## src/rtl/metaball_field.sv

```systemverilog
// ============================================================================
// metaball_field
// ----------------------------------------------------------------------------
// Renders NUM_BALLS bouncing balls as one summed, thresholded field. Two balls
// that come close merge into one blob. The block sits between the VGA timing
// generator and the output pins. It delays display and both syncs by the same
// three clocks as rgb, so every output stays aligned with the others.
//
// Ports
//   clk_100mhz   in   1  system clock
//   reset        in   1  synchronous, active-high reset
//   x            in  10  pixel column from the timing generator
//   y            in  10  pixel row from the timing generator
//   display_in   in   1  visible-area flag
//   h_sync_in    in   1  active-low horizontal sync
//   v_sync_in    in   1  active-low vertical sync; its falling edge moves the balls
//   rgb          out  1  lit pixel, already gated by display
//   display_out  out  1  display_in delayed by 3 clocks
//   h_sync_out   out  1  h_sync_in delayed by 3 clocks
//   v_sync_out   out  1  v_sync_in delayed by 3 clocks
//   pause        in   1  (only with METABALL_FIELD_PAUSE_EN) freezes ball motion
//
// Optional build macro: METABALL_FIELD_PAUSE_EN adds the pause input.
// ============================================================================
module metaball_field #(
    parameter int NUM_BALLS     = 4,
    parameter int SCREEN_WIDTH  = 800,
    parameter int SCREEN_HEIGHT = 600,
    parameter int RADIUS        = 40,
    parameter int THRESHOLD     = 800,
    parameter int BALL_SPEED    = 5,
    parameter int START_X       = 100,
    parameter int START_Y       = 100,
    parameter int SPACING_X     = 60,
    parameter int SPACING_Y     = 40
) (
`ifdef METABALL_FIELD_PAUSE_EN
    input  logic       pause,
`endif
    input  logic       clk_100mhz,
    input  logic       reset,
    input  logic [9:0] x,
    input  logic [9:0] y,
    input  logic       display_in,
    input  logic       h_sync_in,
    input  logic       v_sync_in,
    output logic       rgb,
    output logic       display_out,
    output logic       h_sync_out,
    output logic       v_sync_out
);

    localparam int R_SQ  = RADIUS * RADIUS;
    localparam int C_W   = $clog2(R_SQ + 1);
    localparam int S_W   = C_W + $clog2(NUM_BALLS + 1);
    localparam int X_MIN = RADIUS;
    localparam int X_MAX = SCREEN_WIDTH - 1 - RADIUS;
    localparam int Y_MIN = RADIUS;
    localparam int Y_MAX = SCREEN_HEIGHT - 1 - RADIUS;

    // ------------------------------------------------------------------
    // Ball state. A direction bit of 1 means moving toward larger coordinates.
    // ------------------------------------------------------------------
    logic [9:0]           bx_q [NUM_BALLS];
    logic [9:0]           bx_d [NUM_BALLS];
    logic [9:0]           by_q [NUM_BALLS];
    logic [9:0]           by_d [NUM_BALLS];
    logic [NUM_BALLS-1:0] dir_x_q;
    logic [NUM_BALLS-1:0] dir_x_d;
    logic [NUM_BALLS-1:0] dir_y_q;
    logic [NUM_BALLS-1:0] dir_y_d;

    logic v_sync_prev_q;
    logic v_sync_prev_d;
    logic tick;

    // ------------------------------------------------------------------
    // Pipeline state. Index 0 of the sideband vectors is stage 1 and index 2
    // is stage 3, which drives the outputs directly.
    // ------------------------------------------------------------------
    logic [9:0]     dx_q [NUM_BALLS];
    logic [9:0]     dx_d [NUM_BALLS];
    logic [9:0]     dy_q [NUM_BALLS];
    logic [9:0]     dy_d [NUM_BALLS];
    logic [20:0]    d2   [NUM_BALLS];
    logic [C_W-1:0] c_q  [NUM_BALLS];
    logic [C_W-1:0] c_d  [NUM_BALLS];
    logic [S_W-1:0] field_sum;
    logic           pix;

    logic [2:0] display_q;
    logic [2:0] display_d;
    logic [2:0] h_sync_q;
    logic [2:0] h_sync_d;
    logic [2:0] v_sync_q;
    logic [2:0] v_sync_d;
    logic       rgb_q;
    logic       rgb_d;

    // ------------------------------------------------------------------
    // Frame tick on the falling edge of v_sync. The edge detector resets to 0.
    // A v_sync that is already low when reset is released therefore cannot
    // move the balls.
    // ------------------------------------------------------------------
    always_comb begin
        v_sync_prev_d = v_sync_in;
`ifdef METABALL_FIELD_PAUSE_EN
        tick = v_sync_prev_q & ~v_sync_in & ~pause;
`else
        tick = v_sync_prev_q & ~v_sync_in;
`endif
    end

    // ------------------------------------------------------------------
    // Ball motion. The checks are done in 11 bits so that pos + BALL_SPEED
    // cannot wrap. A ball that would overshoot a bound is clamped onto the
    // bound, and its direction flips on that same tick.
    // ------------------------------------------------------------------
    always_comb begin
        dir_x_d = dir_x_q;
        dir_y_d = dir_y_q;
        for (int i = 0; i < NUM_BALLS; i++) begin
            bx_d[i] = bx_q[i];
            by_d[i] = by_q[i];
            if (tick) begin
                if (dir_x_q[i]) begin
                    if ({1'b0, bx_q[i]} + 11'(BALL_SPEED) >= 11'(X_MAX)) begin
                        bx_d[i]    = 10'(X_MAX);
                        dir_x_d[i] = 1'b0;
                    end else begin
                        bx_d[i] = bx_q[i] + 10'(BALL_SPEED);
                    end
                end else begin
                    if ({1'b0, bx_q[i]} <= 11'(X_MIN + BALL_SPEED)) begin
                        bx_d[i]    = 10'(X_MIN);
                        dir_x_d[i] = 1'b1;
                    end else begin
                        bx_d[i] = bx_q[i] - 10'(BALL_SPEED);
                    end
                end
                if (dir_y_q[i]) begin
                    if ({1'b0, by_q[i]} + 11'(BALL_SPEED) >= 11'(Y_MAX)) begin
                        by_d[i]    = 10'(Y_MAX);
                        dir_y_d[i] = 1'b0;
                    end else begin
                        by_d[i] = by_q[i] + 10'(BALL_SPEED);
                    end
                end else begin
                    if ({1'b0, by_q[i]} <= 11'(Y_MIN + BALL_SPEED)) begin
                        by_d[i]    = 10'(Y_MIN);
                        dir_y_d[i] = 1'b1;
                    end else begin
                        by_d[i] = by_q[i] - 10'(BALL_SPEED);
                    end
                end
            end
        end
    end

    // ------------------------------------------------------------------
    // Stage 1 samples the ball positions as they stand before this edge's
    // update. A tick therefore only moves the balls for pixels entering
    // the pipeline after it.
    // ------------------------------------------------------------------
    always_comb begin
        for (int i = 0; i < NUM_BALLS; i++) begin
            dx_d[i] = (x >= bx_q[i]) ? (x - bx_q[i]) : (bx_q[i] - x);
            dy_d[i] = (y >= by_q[i]) ? (y - by_q[i]) : (by_q[i] - y);
        end
    end

    // ------------------------------------------------------------------
    // Stage 2 computes the per-ball contribution. Each square of a 10-bit
    // value fits in 20 bits, and the sum of two squares is kept at 21 bits
    // so that nothing is truncated.
    // ------------------------------------------------------------------
    always_comb begin
        for (int i = 0; i < NUM_BALLS; i++) begin
            d2[i] = {1'b0, {10'd0, dx_q[i]} * {10'd0, dx_q[i]}}
                  + {1'b0, {10'd0, dy_q[i]} * {10'd0, dy_q[i]}};
            if (d2[i] < 21'(R_SQ)) begin
                c_d[i] = C_W'(21'(R_SQ) - d2[i]);
            end else begin
                c_d[i] = '0;
            end
        end
    end

    // ------------------------------------------------------------------
    // Stage 3 sums the contributions, applies the threshold and gates the
    // result by display. The threshold compare is done in 32 bits, so a
    // THRESHOLD above the largest possible sum simply never lights a pixel.
    // ------------------------------------------------------------------
    always_comb begin
        field_sum = '0;
        for (int i = 0; i < NUM_BALLS; i++) begin
            field_sum = field_sum + S_W'(c_q[i]);
        end
        pix   = ({{(32-S_W){1'b0}}, field_sum} >= 32'(THRESHOLD));
        rgb_d = display_q[1] & pix;

        display_d = {display_q[1:0], display_in};
        h_sync_d  = {h_sync_q[1:0],  h_sync_in};
        v_sync_d  = {v_sync_q[1:0],  v_sync_in};
    end

    // ------------------------------------------------------------------
    // State registers. Reset is synchronous. It wins over a tick that lands
    // on the same edge, so the balls simply return to their start positions.
    // ------------------------------------------------------------------
    always_ff @(posedge clk_100mhz) begin
        if (reset) begin
            for (int i = 0; i < NUM_BALLS; i++) begin
                bx_q[i]    <= 10'(START_X + i * SPACING_X);
                by_q[i]    <= 10'(START_Y + i * SPACING_Y);
                dir_x_q[i] <= ((i % 2) == 0);
                dir_y_q[i] <= (((i / 2) % 2) == 0);
                dx_q[i]    <= '0;
                dy_q[i]    <= '0;
                c_q[i]     <= '0;
            end
            v_sync_prev_q <= 1'b0;
            display_q     <= '0;
            h_sync_q      <= '1;
            v_sync_q      <= '1;
            rgb_q         <= 1'b0;
        end else begin
            for (int i = 0; i < NUM_BALLS; i++) begin
                bx_q[i] <= bx_d[i];
                by_q[i] <= by_d[i];
                dx_q[i] <= dx_d[i];
                dy_q[i] <= dy_d[i];
                c_q[i]  <= c_d[i];
            end
            dir_x_q       <= dir_x_d;
            dir_y_q       <= dir_y_d;
            v_sync_prev_q <= v_sync_prev_d;
            display_q     <= display_d;
            h_sync_q      <= h_sync_d;
            v_sync_q      <= v_sync_d;
            rgb_q         <= rgb_d;
        end
    end

    assign rgb         = rgb_q;
    assign display_out = display_q[2];
    assign h_sync_out  = h_sync_q[2];
    assign v_sync_out  = v_sync_q[2];

endmodule

```

## config.mk

```make
export PLATFORM = sky130hd
export DESIGN_NAME = metaball_field
export DESIGN_NICKNAME = d
export VERILOG_FILES = /design/src/rtl/metaball_field.sv
export SDC_FILE = /design/constraint.sdc
export NUM_CORES = 2
export LEC_CHECK = 0
export CAP_MARGIN = 40
export CORE_MARGIN = 4
export CORE_UTILIZATION = 31
export CTS_CLUSTER_SIZE = 28
export DETAILED_ROUTE_END_ITERATION = 12
export PLACE_DENSITY = 0.5
export SLEW_MARGIN = 20
export SYNTH_ARGS = -nofsm -noshare
export SYNTH_HDL_FRONTEND = slang
export SYNTH_SLANG_ARGS = --single-unit
```

## constraint.sdc

```tcl
create_clock -name clk_100mhz -period 15.6 [get_ports clk_100mhz]
set_clock_uncertainty 0.2 [all_clocks]
set_input_delay 1.56 -clock clk_100mhz [delete_from_list [all_inputs] [get_ports clk_100mhz]]
set_output_delay 1.56 -clock clk_100mhz [all_outputs]
set_load 0.01 [all_outputs]
```

==> out/results.tsv <==
metric	value	unit
setup-tns-final	0	ps
die_x	378.9	microns
ys_seq_area_frac	0.1047	
initialDrtViolationCount	2132	
drive_gt1_frac	0.03705	
clk_pin_slew_worst_paths	60	ps
worstPathMaxFanout	11	
io_pins	29	
fin_nets	6092	
critPathSlowestCell	fa_1	
worstPathArrival	7690	ps
comb_power_share	0.779	
p_per_area	152.3	nW/um^2
critPathBufInv	5	
cts_sinks	223	
wl	117.7	mm
worst_pin_slew	863.0	ps
synth_edf_count	0	
cp_common_cell	fa_1	
yosysTopAreaCell	fa_1	
p_seq_frac	0.106	
gr-total-overflow	0	
area_growth	6.890	%
synth_top_area_share	0.2614	
clock_latency	620	ps
synth.area.top_cells	fa_1 (26%), ha_1 (16%), dfxtp_1 (10%)	
ys_async_sr_fraction	0	
die_h	378.9	microns
hold_class	register to register	
setup_violations	0	
p_total	6944	uW
post-route-util	0.3349	
worst_ir_drop_vdd	0.09889	mV
portBuffers	28	
p_sw	3600	uW
synthCells	5105	
cts_buffers	31	
crit_family	adder cells	
crit_chain	nand2_1 > fa_1 > inv_1 > fa_1 > inv_1 > fa_1 > inv_1 > fa_1 > fa_1 > fa_1 > inv_1 > fa_1 > inv_1 > ha_1 > nand3_1 > nor4_2 > o31ai_1 > and4_1 > o31ai_1 > a222oi_1 > nand4_1 > nor3b_2	
cp-start-kind	register	
final-max-slew-violation-count	0	
ys_top_cells_by_count	inv_1 (920), fa_1 (557), ha_1 (541), nand2_1 (378), nor2_1 (337)	
die_area	143600	sq um
dr.pass1.iters	5	
cts.hold.buffers_added	0	
yosysMostFrequentCell	inv_1	
multiInputGateArea	33880	sq um
fin_crit_sh	0.4733	
grt_max_degree	64	
netlist_area	42650	sq um
cts_setup_buffers	0	
via_count	33770	
antenna_found_initial	9	
required	15900	ps
fmax	135.4	MHz
rsz0062_at_grt	no	
register_area	4464	sq um
synth_flop_cell	dfxtp_1	
drt-vias-per-instance	4.982	
cts_max_level	1	
period_needed	7383	ps
p_int	3344	uW
finalHoldViolations	0	
place_hpwl	97.11	mm
timing.hold.ws	209.3	ps
p_leak	0.02227	uW
synth_cell_types	107	
synth-seq-cells	223	
grt_pass1_vias	34500	
clock-root-buffer	clkbuf_16	
place.gp.congestion	0.8655	
grt_first_pass_wirelength	192.6	mm
post_cts_resized	0	
initial_utilization	0.3133	
grtUsageTotal	0.1655	
n_fill_cell	14444	
clockBufferDepth	3	
cts_tree	done	
pwr-share-clk	0.115	
fp-row-count	135	
core-area	136100	sq um
status	finished, final reports clean	
ant_nets	0	
avgSynthCellArea	8.355	sq um
wl_per_cell	17.36	microns
cp-end-kind	register	
critical_path_class	register to register	
syn-num-nets	6228	
maxSlewHeadroom	0.4173	
yosysWarnings	0	
drv_cap	0	
cpPeakStageDelay	640	ps
p_sw_frac	0.5184	
drcViolationCount	0	
[logic make-up after synthesis]
group                      share of synthesized area
and+or+nand+nor                               0.1679
buffers and inverters                         0.1014
adders and majority gates                     0.4201
AOI/OAI and AO/OA                             0.1390
DFF                                           0.1047
xor gates and xnor gates                     0.03675
muxes                                        0.03018
[cell type report]
cell class | instances | share of cell area
Antenna cell | 5 | 0.0002744
Clock buffer | 38 | 0.01825
Clock inverter | 19 | 0.006312
Inverter | 926 | 0.07623
Multi-Input combinational cell | 3742 | 0.7431
Sequential cell | 223 | 0.09791
Tap cell | 1781 | 0.04887
Timing Repair Buffer | 45 | 0.009056
[layer usage]
layer,share of wire,track usage,vias up
li1,-,-,16501
met1,0.50,0.2457,16530
met2,0.44,0.2630,610
met3,0.040,0.01752,127
met4,0.018,0.02616,2
met5,0.000059,0,-
[cells in the final DEF, fill, tap and decap left out, drive strengths merged, types with 27 or more instances in the layout]
cell type and count:
xor2 51, xnor2 128, mux2 61, clkbuf 38, nand2 378, ha 541
a21oi 273, o21ai 211, or3 39, dfxtp 223, mux2i 60, nand2b 44
nand3 65, a31oi 45, nor3 125, nor4 29, nand4 36, nor2b 83
and2 172, nor2 342, a211oi 37, inv 929, a21o 73, fa 557
clkdlybuf4s50 27
[registers in the layout, indices dropped and copies added (netlist names)]
name	count
c_q	44
bx_q	40
by_q	40
dx_q	40
dy_q	40
dir_x_q	4
dir_y_q	4
display_q	3
h_sync_q	3
v_sync_q	3
rgb	1
v_sync_prev_q	1
[power groups by stage]
stage	registers [uW]	logic (uW)	clock network [uW]
after global routing	748	6200	847
after CTS	737	5460	825
after floorplan	652	4250	0
after global placement	745	5420	0
after detailed placement	749	5400	0
final	736	5410	798
[worst register-to-register path: stages (launching register included)]
cell	delay [ps]
dfxtp_1	540
nand2_1	140
fa_1	640
inv_1	80
fa_1	510
inv_1	50
fa_1	500
inv_1	50
fa_1	480
fa_1	520
fa_1	520
inv_1	70
fa_1	490
inv_1	40
ha_1	340
nand3_1	170
nor4_2	80
o31ai_1	440
and4_1	260
o31ai_1	70
a222oi_1	360
nand4_1	440
nor3b_2	300
[metrics by stage]
| step | instances | cell area [sq um] | worst slack [ps] |
|---|---|---|---|
| floorplan | 5105 | 42650 | 8920 |
| global placement | 6716 | 44450 | 8286 |
| detailed placement | 6716 | 44450 | 8205 |
| CTS | 6773 | 45570 | 8155 |
| global route | 6774 | 45580 | 7693 |
| finish | 6779 | 45590 | 8217 |
[path summary, 6_finish.rpt]
kind / startpoint / to / slack (ps) / cells past startpoint
setup / recovery: dx_q[1][5] / c_q[1][8] / 8220 / 22
hold / removal: v_sync_q[0] / v_sync_q[1] / 210 / 1
setup reg to reg: dx_q[1][5] / c_q[1][8] / 8220 / 22
hold reg to reg: v_sync_q[0] / v_sync_q[1] / 210 / 1
Power figures use the tool's default switching activity.
